[config.mk]
export PLATFORM = sky130hd
export DESIGN_NAME = hazard_stall_ctrl
export DESIGN_NICKNAME = d
export VERILOG_FILES = /design/src/rtl/hazard_pkg.sv /design/src/rtl/md_busy_counter.sv /design/src/rtl/hazard_stall_ctrl.sv
export SDC_FILE = /design/constraint.sdc
export NUM_CORES = 1
export LEC_CHECK = 0
export ABC_AREA = 1
export CAP_MARGIN = 15
export CORE_AREA = 10 10 51 53
export CTS_CLUSTER_DIAMETER = 40
export DETAILED_ROUTE_END_ITERATION = 16
export DIE_AREA = 0 0 61 63
export HOLD_SLACK_MARGIN = 0.08
export MAX_ROUTING_LAYER = met4
export PLACE_DENSITY_LB_ADDON = 0.08
export SETUP_SLACK_MARGIN = 0.2
export SYNTH_ARGS = -nofsm -noshare
export SYNTH_HDL_FRONTEND = slang
export SYNTH_SLANG_ARGS = --single-unit
[constraint.sdc]
create_clock -name clk -period 2.7 [get_ports clk]
set_input_delay 0.27 -clock clk [delete_from_list [all_inputs] [get_ports clk]]
set_output_delay 0.27 -clock clk [all_outputs]
set_load 0.05 [all_outputs]
[src/rtl/hazard_pkg.sv]
// Shared types and constants for the pipeline hazard/stall controller.
// Holds the FSM encoding, register-field widths and counter widths.
package hazard_pkg;

  localparam int REG_W   = 5;
  localparam int LCNT_W  = 2;
  localparam int MDCNT_W = 4;

  localparam logic [REG_W-1:0] REG_ZERO = 5'd0;

  typedef enum logic {
    RUN    = 1'b0,
    LSTALL = 1'b1
  } state_t;

  // True when an ID source field is actually read and names the given register.
  function automatic logic regMatch(input logic uses,
                                    input logic [REG_W-1:0] src,
                                    input logic [REG_W-1:0] dst);
    return uses && (src == dst);
  endfunction

endpackage

[src/rtl/md_busy_counter.sv]
// Mult/div busy counter: reloads on every issue and otherwise counts down to zero.
// The result is valid again in the first cycle the counter reads zero.
module md_busy_counter
  import hazard_pkg::*;
#(
  parameter int unsigned MD_LATENCY = 4
) (
  input  logic clk,
  input  logic rst,
  input  logic issue,
  output logic md_busy
);

  logic [MDCNT_W-1:0] r_mdcnt;

  always_ff @(posedge clk) begin
    if (rst) begin
      r_mdcnt <= '0;
    end else if (issue) begin
      r_mdcnt <= MDCNT_W'(MD_LATENCY);
    end else if (r_mdcnt != '0) begin
      r_mdcnt <= r_mdcnt - MDCNT_W'(1);
    end
  end

  assign md_busy = (r_mdcnt != '0);

endmodule

[src/rtl/hazard_stall_ctrl.sv]
// Hazard and stall controller for the 5-stage core: load-use, HI/LO-while-busy
// and taken-branch handling, driving PC freeze and IF/ID, ID/EX hold/flush.
module hazard_stall_ctrl
  import hazard_pkg::*;
#(
  parameter int unsigned LOAD_STALL_CYCLES = 1,
  parameter int unsigned MD_LATENCY        = 4
) (
  input  logic             clk,
  input  logic             rst,
  input  logic [REG_W-1:0] id_rs,
  input  logic [REG_W-1:0] id_rt,
  input  logic             id_uses_rs,
  input  logic             id_uses_rt,
  input  logic             ex_mem_read,
  input  logic [REG_W-1:0] ex_rd,
  input  logic             id_is_muldiv,
  input  logic             id_reads_hilo,
  input  logic             ex_branch_taken,
  output logic             pc_freeze,
  output logic             ifid_freeze,
  output logic             ifid_flush,
  output logic             idex_flush,
  output logic             md_busy
);

  // The first stall cycle is the hit itself, so LSTALL covers the remaining ones.
  localparam logic              EXTEND    = (LOAD_STALL_CYCLES > 1);
  localparam logic [LCNT_W-1:0] LCNT_INIT =
    (LOAD_STALL_CYCLES > 1) ? LCNT_W'(LOAD_STALL_CYCLES - 2) : '0;

  state_t            r_state;
  state_t            w_nextState;
  logic [LCNT_W-1:0] r_lcnt;
  logic [LCNT_W-1:0] w_nextLcnt;

  logic w_luHit;
  logic w_mdHit;
  logic w_stall;
  logic w_issue;
  logic w_mdBusy;

  assign w_luHit = ex_mem_read && (ex_rd != REG_ZERO) &&
                   (regMatch(id_uses_rs, id_rs, ex_rd) ||
                    regMatch(id_uses_rt, id_rt, ex_rd));

  assign w_mdHit = w_mdBusy && (id_reads_hilo || id_is_muldiv);

  assign w_stall = (w_luHit || w_mdHit || (r_state == LSTALL)) && !ex_branch_taken;

  assign w_issue = id_is_muldiv && !w_stall && !ex_branch_taken;

  md_busy_counter #(
    .MD_LATENCY(MD_LATENCY)
  ) u_mdCounter (
    .clk    (clk),
    .rst    (rst),
    .issue  (w_issue),
    .md_busy(w_mdBusy)
  );

  always_ff @(posedge clk) begin
    if (rst) begin
      r_state <= RUN;
      r_lcnt  <= '0;
    end else begin
      r_state <= w_nextState;
      r_lcnt  <= w_nextLcnt;
    end
  end

  always_comb begin
    w_nextState = r_state;
    w_nextLcnt  = r_lcnt;
    case (r_state)
      RUN: begin
        if (w_luHit && !ex_branch_taken && EXTEND) begin
          w_nextState = LSTALL;
          w_nextLcnt  = LCNT_INIT;
        end
      end
      LSTALL: begin
        // A taken branch makes the held ID instruction wrong-path, so drop the stall.
        if (ex_branch_taken) begin
          w_nextState = RUN;
          w_nextLcnt  = '0;
        end else if (r_lcnt == '0) begin
          w_nextState = RUN;
        end else begin
          w_nextLcnt = r_lcnt - LCNT_W'(1);
        end
      end
      default: begin
        w_nextState = RUN;
        w_nextLcnt  = '0;
      end
    endcase
  end

  always_comb begin
    pc_freeze   = 1'b0;
    ifid_freeze = 1'b0;
    ifid_flush  = 1'b0;
    idex_flush  = 1'b0;
    md_busy     = 1'b0;
    if (!rst) begin
      md_busy = w_mdBusy;
      if (w_stall) begin
        pc_freeze   = 1'b1;
        ifid_freeze = 1'b1;
        idex_flush  = 1'b1;
      end else if (ex_branch_taken) begin
        ifid_flush = 1'b1;
        idex_flush = 1'b1;
      end
    end
  end

endmodule

# Word-level counts from Yosys, hierarchy flattened
# Index checks and enable logic that the tools add are counted.
[word_totals] ff_bits=7 elab_cells=44
[classes] n_addsub=2 eq_ne=3 mux=13 n_bitwise=1 reduce_logical=21
[op_table] operator="5-bit equality test" n=2
[op_table] operator="1-bit 2-to-1 mux" n=9
[op_table] operator="1-bit logical AND" n=8
[op_table] operator="3-bit 2-to-1 mux" n=2
[op_table] operator="5-bit nonzero test" n=1
[op_table] operator="1-bit logical OR" n=4
[op_table] operator="2-bit 2-to-1 mux" n=2
[op_table] operator="4-bit nonzero test" n=1
[op_table] operator="4-bit by 1-bit subtractor with 4-bit output (second input constant)" n=1
[op_table] operator="3-bit OR reduction" n=1
[op_table] operator="1-bit zero test" n=2
[op_table] operator="2-bit zero test" n=1
[op_table] operator="2-bit inequality test (second input constant)" n=1
[op_table] operator="2-bit AND reduction" n=1
[op_table] operator="2-bit nonzero test" n=1
[op_table] operator="2-bit OR reduction" n=1
[op_table] operator="2-bit by 1-bit subtractor with 2-bit output (second input constant)" n=1
[op_table] operator="1-bit inverter" n=1

# Longest topological paths before layout
# Gate-level depths: netlist of run 1.
[depth] ltp_word=11 mapped_depth=10 depth_no_buf=10

# Modules after synthesis
# A second synthesis of run 1 with hierarchy kept.
[hier_totals] hier_cells=118 hier_area_um2=620.6
[by_module_without_submodules] mod="hazard_stall_ctrl" instances=1 cells_each=87 area_each_um2=421.7 seq_area_each_um2=60.1
[by_module_without_submodules] mod="md_busy_counter" instances=1 cells_each=31 area_each_um2=198.9 seq_area_each_um2=80.1

# Worst setup path before layout of run 1
# Ideal clock, no wire load.
[synth_timing] path_type="register -> output" from="reg u_mdCounter.r_mdcnt[0]" to="out pc_freeze" t_arrival_ps=2053 required_ps=2430 setup_slack_ps=377 path_stages_with_launch=9 n_path_buf=1 path_cell_list="dfxtp_1 inv_2 ha_1 nand2_2 nor2_4 nor2_2 nor2_4 a21oi_1 buf_4"
[synth_between] elab_chain_len=7
[synth_lines] item="start: declaration" line_no="md_busy_counter.sv:14" rtl="logic [MDCNT_W-1:0] r_mdcnt;"
[synth_lines] item="start signal: assignment" line_no="md_busy_counter.sv:20" rtl="r_mdcnt <= MDCNT_W'(MD_LATENCY);"
[synth_lines] item="start signal: assignment" line_no="md_busy_counter.sv:22" rtl="r_mdcnt <= r_mdcnt - MDCNT_W'(1);"
[synth_lines] item="4-bit nonzero test" line_no="md_busy_counter.sv:26" rtl="assign md_busy = (r_mdcnt != '0);"
[synth_lines] item="1-bit logical AND" line_no="hazard_stall_ctrl.sv:47" rtl="assign w_mdHit = w_mdBusy && (id_reads_hilo || id_is_muldiv);"
[synth_lines] item="1-bit logical OR (2 in a row)" line_no="hazard_stall_ctrl.sv:49" rtl="assign w_stall = (w_luHit || w_mdHit || (r_state == LSTALL)) && !ex_branch_taken;"
[synth_lines] item="1-bit logical AND" line_no="hazard_stall_ctrl.sv:49"
[synth_lines] item="1-bit 2-to-1 mux (2 in a row)"
[synth_lines] item="end: declaration" line_no="hazard_stall_ctrl.sv:20" rtl="output logic pc_freeze,"
# No other way between the ends.

# Worst setup path after layout of run 1
[layout_timing] from="reg u_mdCounter.r_mdcnt[0]" to="out md_busy"
[layout_between] elab_chain_len=2
[layout_lines] item="4-bit nonzero test" line_no="md_busy_counter.sv:26"
[layout_lines] item="1-bit 2-to-1 mux" line_no="hazard_stall_ctrl.sv:106" rtl="if (!rst) begin"
[layout_lines] item="end: declaration" line_no="hazard_stall_ctrl.sv:24" rtl="output logic md_busy"
# No other way between the ends.

==> results of run 1 <==
-- where the power goes --
group | internal, mW | switching, mW
sequential | 0.128 | 0.0157
combinational | 0.154 | 0.218
clock | 0.0566 | 0.0418
-- state kept, by name (all words and copies together) (netlist names) --
name	flops
u_mdCounter.r_mdcnt	4
r_lcnt	2
r_state	1
-- layout make-up --
cell class	count	area (um2)	area share [%]
clock buffer	4	26.3	2.81
inverter	28	105	11.2
multi-input combinational	75	379	40.6
sequential	7	140	15.0
tap	17	21.3	2.28
timing repair buffer	27	263	28.1
-- per-stage QoR --
step	hold slack [ns]	setup slack (ns)	area, um2	instances	power (mW)
floorplan	0.371	0.377	632	111	0.427
global placement	0.472	0.713	908	154	0.520
detailed placement	0.491	0.702	908	154	0.521
CTS	0.502	0.501	935	158	0.625
global route	0.522	0.398	935	158	0.679
finish	0.494	0.526	935	158	0.614
-- cell families (layout without fill, tap and decap cells) --
logic type                 after synthesis  after routing  synth area share (%)
buffers and inverters                   29             59                  17.8
and+or+nand+nor                         62             62                  43.8
adders and majority gates                2              2                  3.96
DFF                                      7              7                  22.2
AOI/OAI and AO/OA                        9              9                  9.51
xor gates and xnor gates                 2              2                  2.77
-- layout by cell type, fill, tap and decap left out, types with 2 or more instances in the layout --
cell type,Yosys,layout
nand2_1,32,32
clkdlybuf4s50_1,0,24
inv_1,19,19
nor2_1,16,16
inv_2,9,9
dfxtp_1,7,7
nand3_1,4,4
nand2_2,3,3
clkbuf_4,0,3
buf_4,1,3
nor2_4,2,2
o21ai_0,2,2
a21oi_1,2,2
nor3_1,2,2
ha_1,2,2
-- worst max path at each step --
stage,endpoint,slack [ns],depth (start not counted)
after global routing,md_busy,0.40,6
after floorplan,pc_freeze,0.38,8
after global placement,md_busy,0.71,3
after detailed placement,ifid_flush,0.70,3
final,md_busy,0.53,6
after CTS,md_busy,0.50,6
-- per-layer routing --
layer	up-vias	wire length, um	part of all wire [%]	global-route usage (%)
li1	392	-	-	-
met1	309	712	45	10.1
met2	16	762	48	13.9
met3	3	89	5.7	4.27
met4	0	9	0.57	1.65
met5	-	0	0	-
-- worst max-delay path: stages (launching register included) --
cell and delay [ns]:
dfxtp_1 0.32, inv_2 0.05, ha_1 0.24, nand2_2 0.10, nor2_4 0.05, nor2_1 0.08
clkdlybuf4s50_1 0.81
==> results.md, run 1 <==
- Post-CTS Setup Bufs: 0
- Reg-to-reg critical path startpoint: u_mdCounter.r_mdcnt[0]
- First-pass GRT wire length: 2720 um
- Clk_lat worst skew: 0.26 ns
- Worst setup SP type: flip-flop
- Dpl hpwl: 1370 um
- Nets: 167
- Main synth FF type: dfxtp_1
- Number of library cell types mapped by synthesis: 23
- Clk_skew: 0.000417 ns
- Vias in the first global route: 678
- DIE WIDTH: 61 um
- IO Pins: 28
- Share of layout cells above drive strength 1: 15.6%
- Final Util: 56.6%
- Ys async rst share: 0%
- Reg2Reg Depth: 9
- Die Ht: 63 um
- Peak supply drop: 0.000309 V
- Antenna diodes: 0
- CTS tree: built
- Crit. End Element: output pin
- Initial Util: 38.3%
- Leakage: 0.489 nW
- Slew at the pin closest to its max-slew limit: 0.498 ns
- Top-area cell type share of the netlist area: 22.2%
- R2R setup slack: 1.33 ns
- Antenna Violating Nets Remaining: 0
- Largest net degree at the start of global routing: 7
- Die area: 3840 um2
- Count leader, synth: nand2_1
- CP required: 2.43 ns
- Worst reg2reg path endpoint: u_mdCounter.r_mdcnt[1]
- WS Path Type: reg2out
- Yosys reg bits: 7
- Total GRT Usage: 8.91%
- GPL Wtd Cong: 0.744
- Seq/Total Area, Yosys: 22.2%
- RSZ-0062 raised after global routing: no
- Pins over their slew limit: 0
- Fin crit share: 80.5%
- Hold depth: 2
- TNS Setup: 0 ns
- Clock tree buffer depth: 2
- Max transition margin: 66.7%
- DRC viols: 0
- Min-delay src: r_lcnt[0]
- Status: finished clean
- H-tree levels: 1
- Via density: 4.56
- Area contributors post-synth: dfxtp_1 (22%), nand2_1 (19%), inv_1 (11%)
- Total gr overflow: 0
- Fmax: 460 MHz
- Initial antenna violation count: 0
- Core area: 1650 um2
- Hold Crit Endpoint: r_lcnt[0]
- Worst EP arrival: 1.90 ns
- Post-synth top area cell: dfxtp_1
- Vias: 720
- Fin crit period: 2.17 ns
- Final wirelength: 1570 um
- CP Max Fanout: 6
- Worst-path clk slew: 0.05 ns
- Post-synth EDFFs: 0
- Post-synth net total: 136
- Synth warn: 0
- CTS Hold Bufs: 0
- Fillers: 182
- CTS Buf Count: 3
- Mapped cell area: 632 um2
- Cells after Synth: 111
- Initial DRT Pass Iterations: 4
- Final setup fails: 0
- Synth Area per Inst: 5.69 um2
- Root buffer cell: clkbuf_4
- Drt wl/cell: 9.96 um
- Drt initial violations: 10
- Crit path from: u_mdCounter.r_mdcnt[0]
- Post-synth top cells: nand2_1 (32), inv_1 (19), nor2_1 (16)
- Post-cts sizing count: 0
- Rows: 15
- Clock sink total: 7
- Worst Hold Class: reg2reg
- Fin. Hold Viols: 0
- Max Cap Viol: 0
- Area growth syn-to-layout: 47.9%
- Power Density: 657 nW/um2
- Port Buffer Count: 27
No activity file was read; power rests on OpenSTA's default activity.
==> run 2: changes to the inputs <==
Settings changed: CORE_AREA 10 10 51 53 to 10 10 53 55, DIE_AREA 0 0 61 63 to 0 0 63 65.
Clock period 2.7 ns to 1.8 ns, I/O delays scaled along.
==> run 2 against run 1 <==
Via count grew 5.6%. Combinational power grew 130%. Final cell count is 13% higher. Wire length up 18%. Design area grew 20%. Die area rose by 6.6%. Sequential power is 54% higher. Register-to-register slack lost 0.99 ns. Sequential cell count is the same. Global-route usage is 0.16 points higher.
==> results.md, run 2 (synthesis gave the netlist of run 1 again) <==
- DIE WIDTH: 63 um (+3.3%)
- Drt initial violations: 34 (+24)
- CTS tree: built
- Most flops, register: u_mdCounter.r_mdcnt
- DR WL met3: 54 um (-39%)
- Fin crit period: 1.62 ns
- Internal power: 0.713 mW (+110%)
- Port Buffer Count: 27 (unchanged)
- Via density: 4.27 (-6.3%)
- WL met2: 980 um (+29%)
- Commonest non-fill, non-tap cell in the layout: nand2_1
- Largest net degree at the start of global routing: 7 (unchanged)
- Total design power: 1.21 mW (+97%)
- Worst Hold Class: reg2reg
- Sw frac: 41.2% (-3.6 points)
- Die Ht: 65 um (+3.2%)
- Clk pwr share: 11.5% (-4.5 points)
- Largest regs: u_mdCounter.r_mdcnt x4, r_lcnt x2, r_state x1
- Area growth syn-to-layout: 78.0%
- Worst setup SP type: flip-flop
- H-tree levels: 1 (unchanged)
- Rows: 16 (+1)
- Clock tree buffer depth: 2 (unchanged)
- CTS Hold Bufs: 0 (unchanged)
- Die area: 4100 um2 (+6.6%)
- Share of layout cells above drive strength 1: 28.5% (+13 points)
- Crit. End Element: output pin
- Antenna Violating Nets Remaining: 0 (unchanged)
- Max transition margin: 84.2% (+18 points)
- Power Density: 1080 nW/um2 (+64%)
- WS Path Type: reg2out
- Initial antenna violation count: 0 (unchanged)
- IO Pins: 28 (unchanged)
- CP required: 1.62 ns (-0.81 ns)
- Uppermost layer routed: met4
- Placement Setup Slack: -0.0210 ns (-0.723 ns)
- Min-delay src: r_lcnt[0]
- Crit path from: u_mdCounter.r_mdcnt[0]
- Clock sink total: 7 (unchanged)
- CP Max Fanout: 3 (-3)
- Slew at the pin closest to its max-slew limit: 0.236 ns (-0.262 ns)
- Initial Util: 33.9% (-4.3 points)
- Pins over their slew limit: 0 (unchanged)
- Clk_skew: 0.00166 ns (+0.00124 ns)
- Final setup margin: 0.185 ns (-0.342 ns)
- Max reg flops: 4 (unchanged)
- Fin crit share: 89.7%
- Psw: 0.499 mW (+81%)
- Reg-to-reg critical path startpoint: u_mdCounter.r_mdcnt[0]
- Fin. Hold Viols: 0 (unchanged)
- Flop pwr share: 18.3% (-5.1 points)
- GPL Wtd Cong: 0.747 (+0.39%)
- WL met1: 790 um (+11%)
- Worst EP arrival: 1.44 ns (-0.46 ns)
- Root buffer cell: clkbuf_4
- Max Cap Viol: 0 (unchanged)
- Vias in the first global route: 698 (+2.9%)
- Nets: 177 (+6.0%)
- Dpl hpwl: 1450 um (+5.5%)
- Leakage: 0.623 nW (+27%)
- Final Util: 60.4% (+3.8 points)
- Vias: 760 (+5.6%)
- Total GRT Usage: 9.08% (+0.16 points)
- Most frequent cells in the layout: nand2_1 (31), inv_1 (17), nor2_1 (15), inv_2 (11), dlygate4sd2_1 (11)
- DRC viols: 0 (unchanged)
- Clk_lat worst skew: 0.25 ns (about the same)
- Drt wl/cell: 10.4 um (+4.7%)
- Antenna diodes: 0 (unchanged)
- Worst-path clk slew: 0.05 ns (about the same)
- Core area: 1860 um2 (+13%)
- First-pass GRT wire length: 2940 um (+8.1%)
- Total gr overflow: 0 (unchanged)
- Initial DRT Pass Iterations: 3 (-1)
- Fmax: 619 MHz
- CTS Buf Count: 3 (unchanged)
- Comb pwr share: 70.2% (+9.7 points)
- Final setup fails: 0 (unchanged)
- Peak supply drop: 0.000761 V (+150%)
- RSZ-0062 raised after global routing: yes
- Status: finished clean
- Final wirelength: 1860 um (+18%)
-- run 2: cell count changes in the layout (fill, tap and decap cells not counted), moves of 5 or more --
| cell | change |
|---|---|
| clkdlybuf4s50_1 | -19 |
| dlygate4sd2_1 | +11 |
| buf_4 | +7 |
| buf_12 | +5 |
| dlymetal6s2s_1 | +5 |
-- run 2: final timing paths --
kind                            end  slack (ns)  cells after the start
max                      idex_flush        0.18                     10
min                       r_lcnt[0]        0.50                      2
max reg2reg  u_mdCounter.r_mdcnt[1]        0.34                     11
min reg2reg               r_lcnt[0]        0.50                      2
-- run 2: power by group through the flow --
| stage | Combinational (mW) | Sequential, mW | Clock, mW |
|---|---|---|---|
| CTS | 0.775 | 0.220 | 0.146 |
| detailed placement | 0.678 | 0.221 | 0 |
| global placement | 0.673 | 0.220 | 0 |
| global route | 0.939 | 0.225 | 0.156 |
| finish | 0.851 | 0.222 | 0.139 |
| floorplan | 0.466 | 0.218 | 0 |
-- run 2: metrics by stage --
step | area [um2] | TNS [ns] | hold WS (ns) | instances
2_1_floorplan | 659 | 0 | 0.282 | 111
3_3_place_gp | 1010 | 0 | 0.469 | 165
3_5_place_dp | 1010 | -0.0415 | 0.494 | 165
4_1_cts | 1070 | 0 | 0.501 | 175
5_1_grt | 1120 | 0 | 0.529 | 178
6_report | 1120 | 0 | 0.497 | 178
-- run 2: worst max-delay path, cell delays in order (launching register included) --
cell     delay, ns
dfxtp_2       0.31
inv_2         0.07
ha_4          0.15
nand2_4       0.05
nor2_4        0.12
nor2_4        0.05
nor2_4        0.13
nand3_2       0.08
nand2_2       0.06
inv_2         0.04
buf_12        0.13
-- run 2: area by class of cell --
type | count | area, um2
Tap cell | 27 | 33.8
Inverter | 28 | 105
Clock buffer | 4 | 26.3
Multi-Input combinational cell | 75 | 423
Timing Repair Buffer | 37 | 394
Fill cell | 186 | 737
Sequential cell | 7 | 143
-- run 2: layer usage --
layer / global-route usage [%] / vias up
li1: - / 417
met1: 9.84 / 323
met2: 15.6 / 16
met3: 1.37 / 4
met4: 5.03 / 0
met5: - / -
-- run 2: repair_timing --
item	4_1_cts	5_1_grt
gates resized for setup	15	11
pin swaps	13	12
setup endpoints to repair	3	4
buffers inserted	6	3
gates cloned	0	0
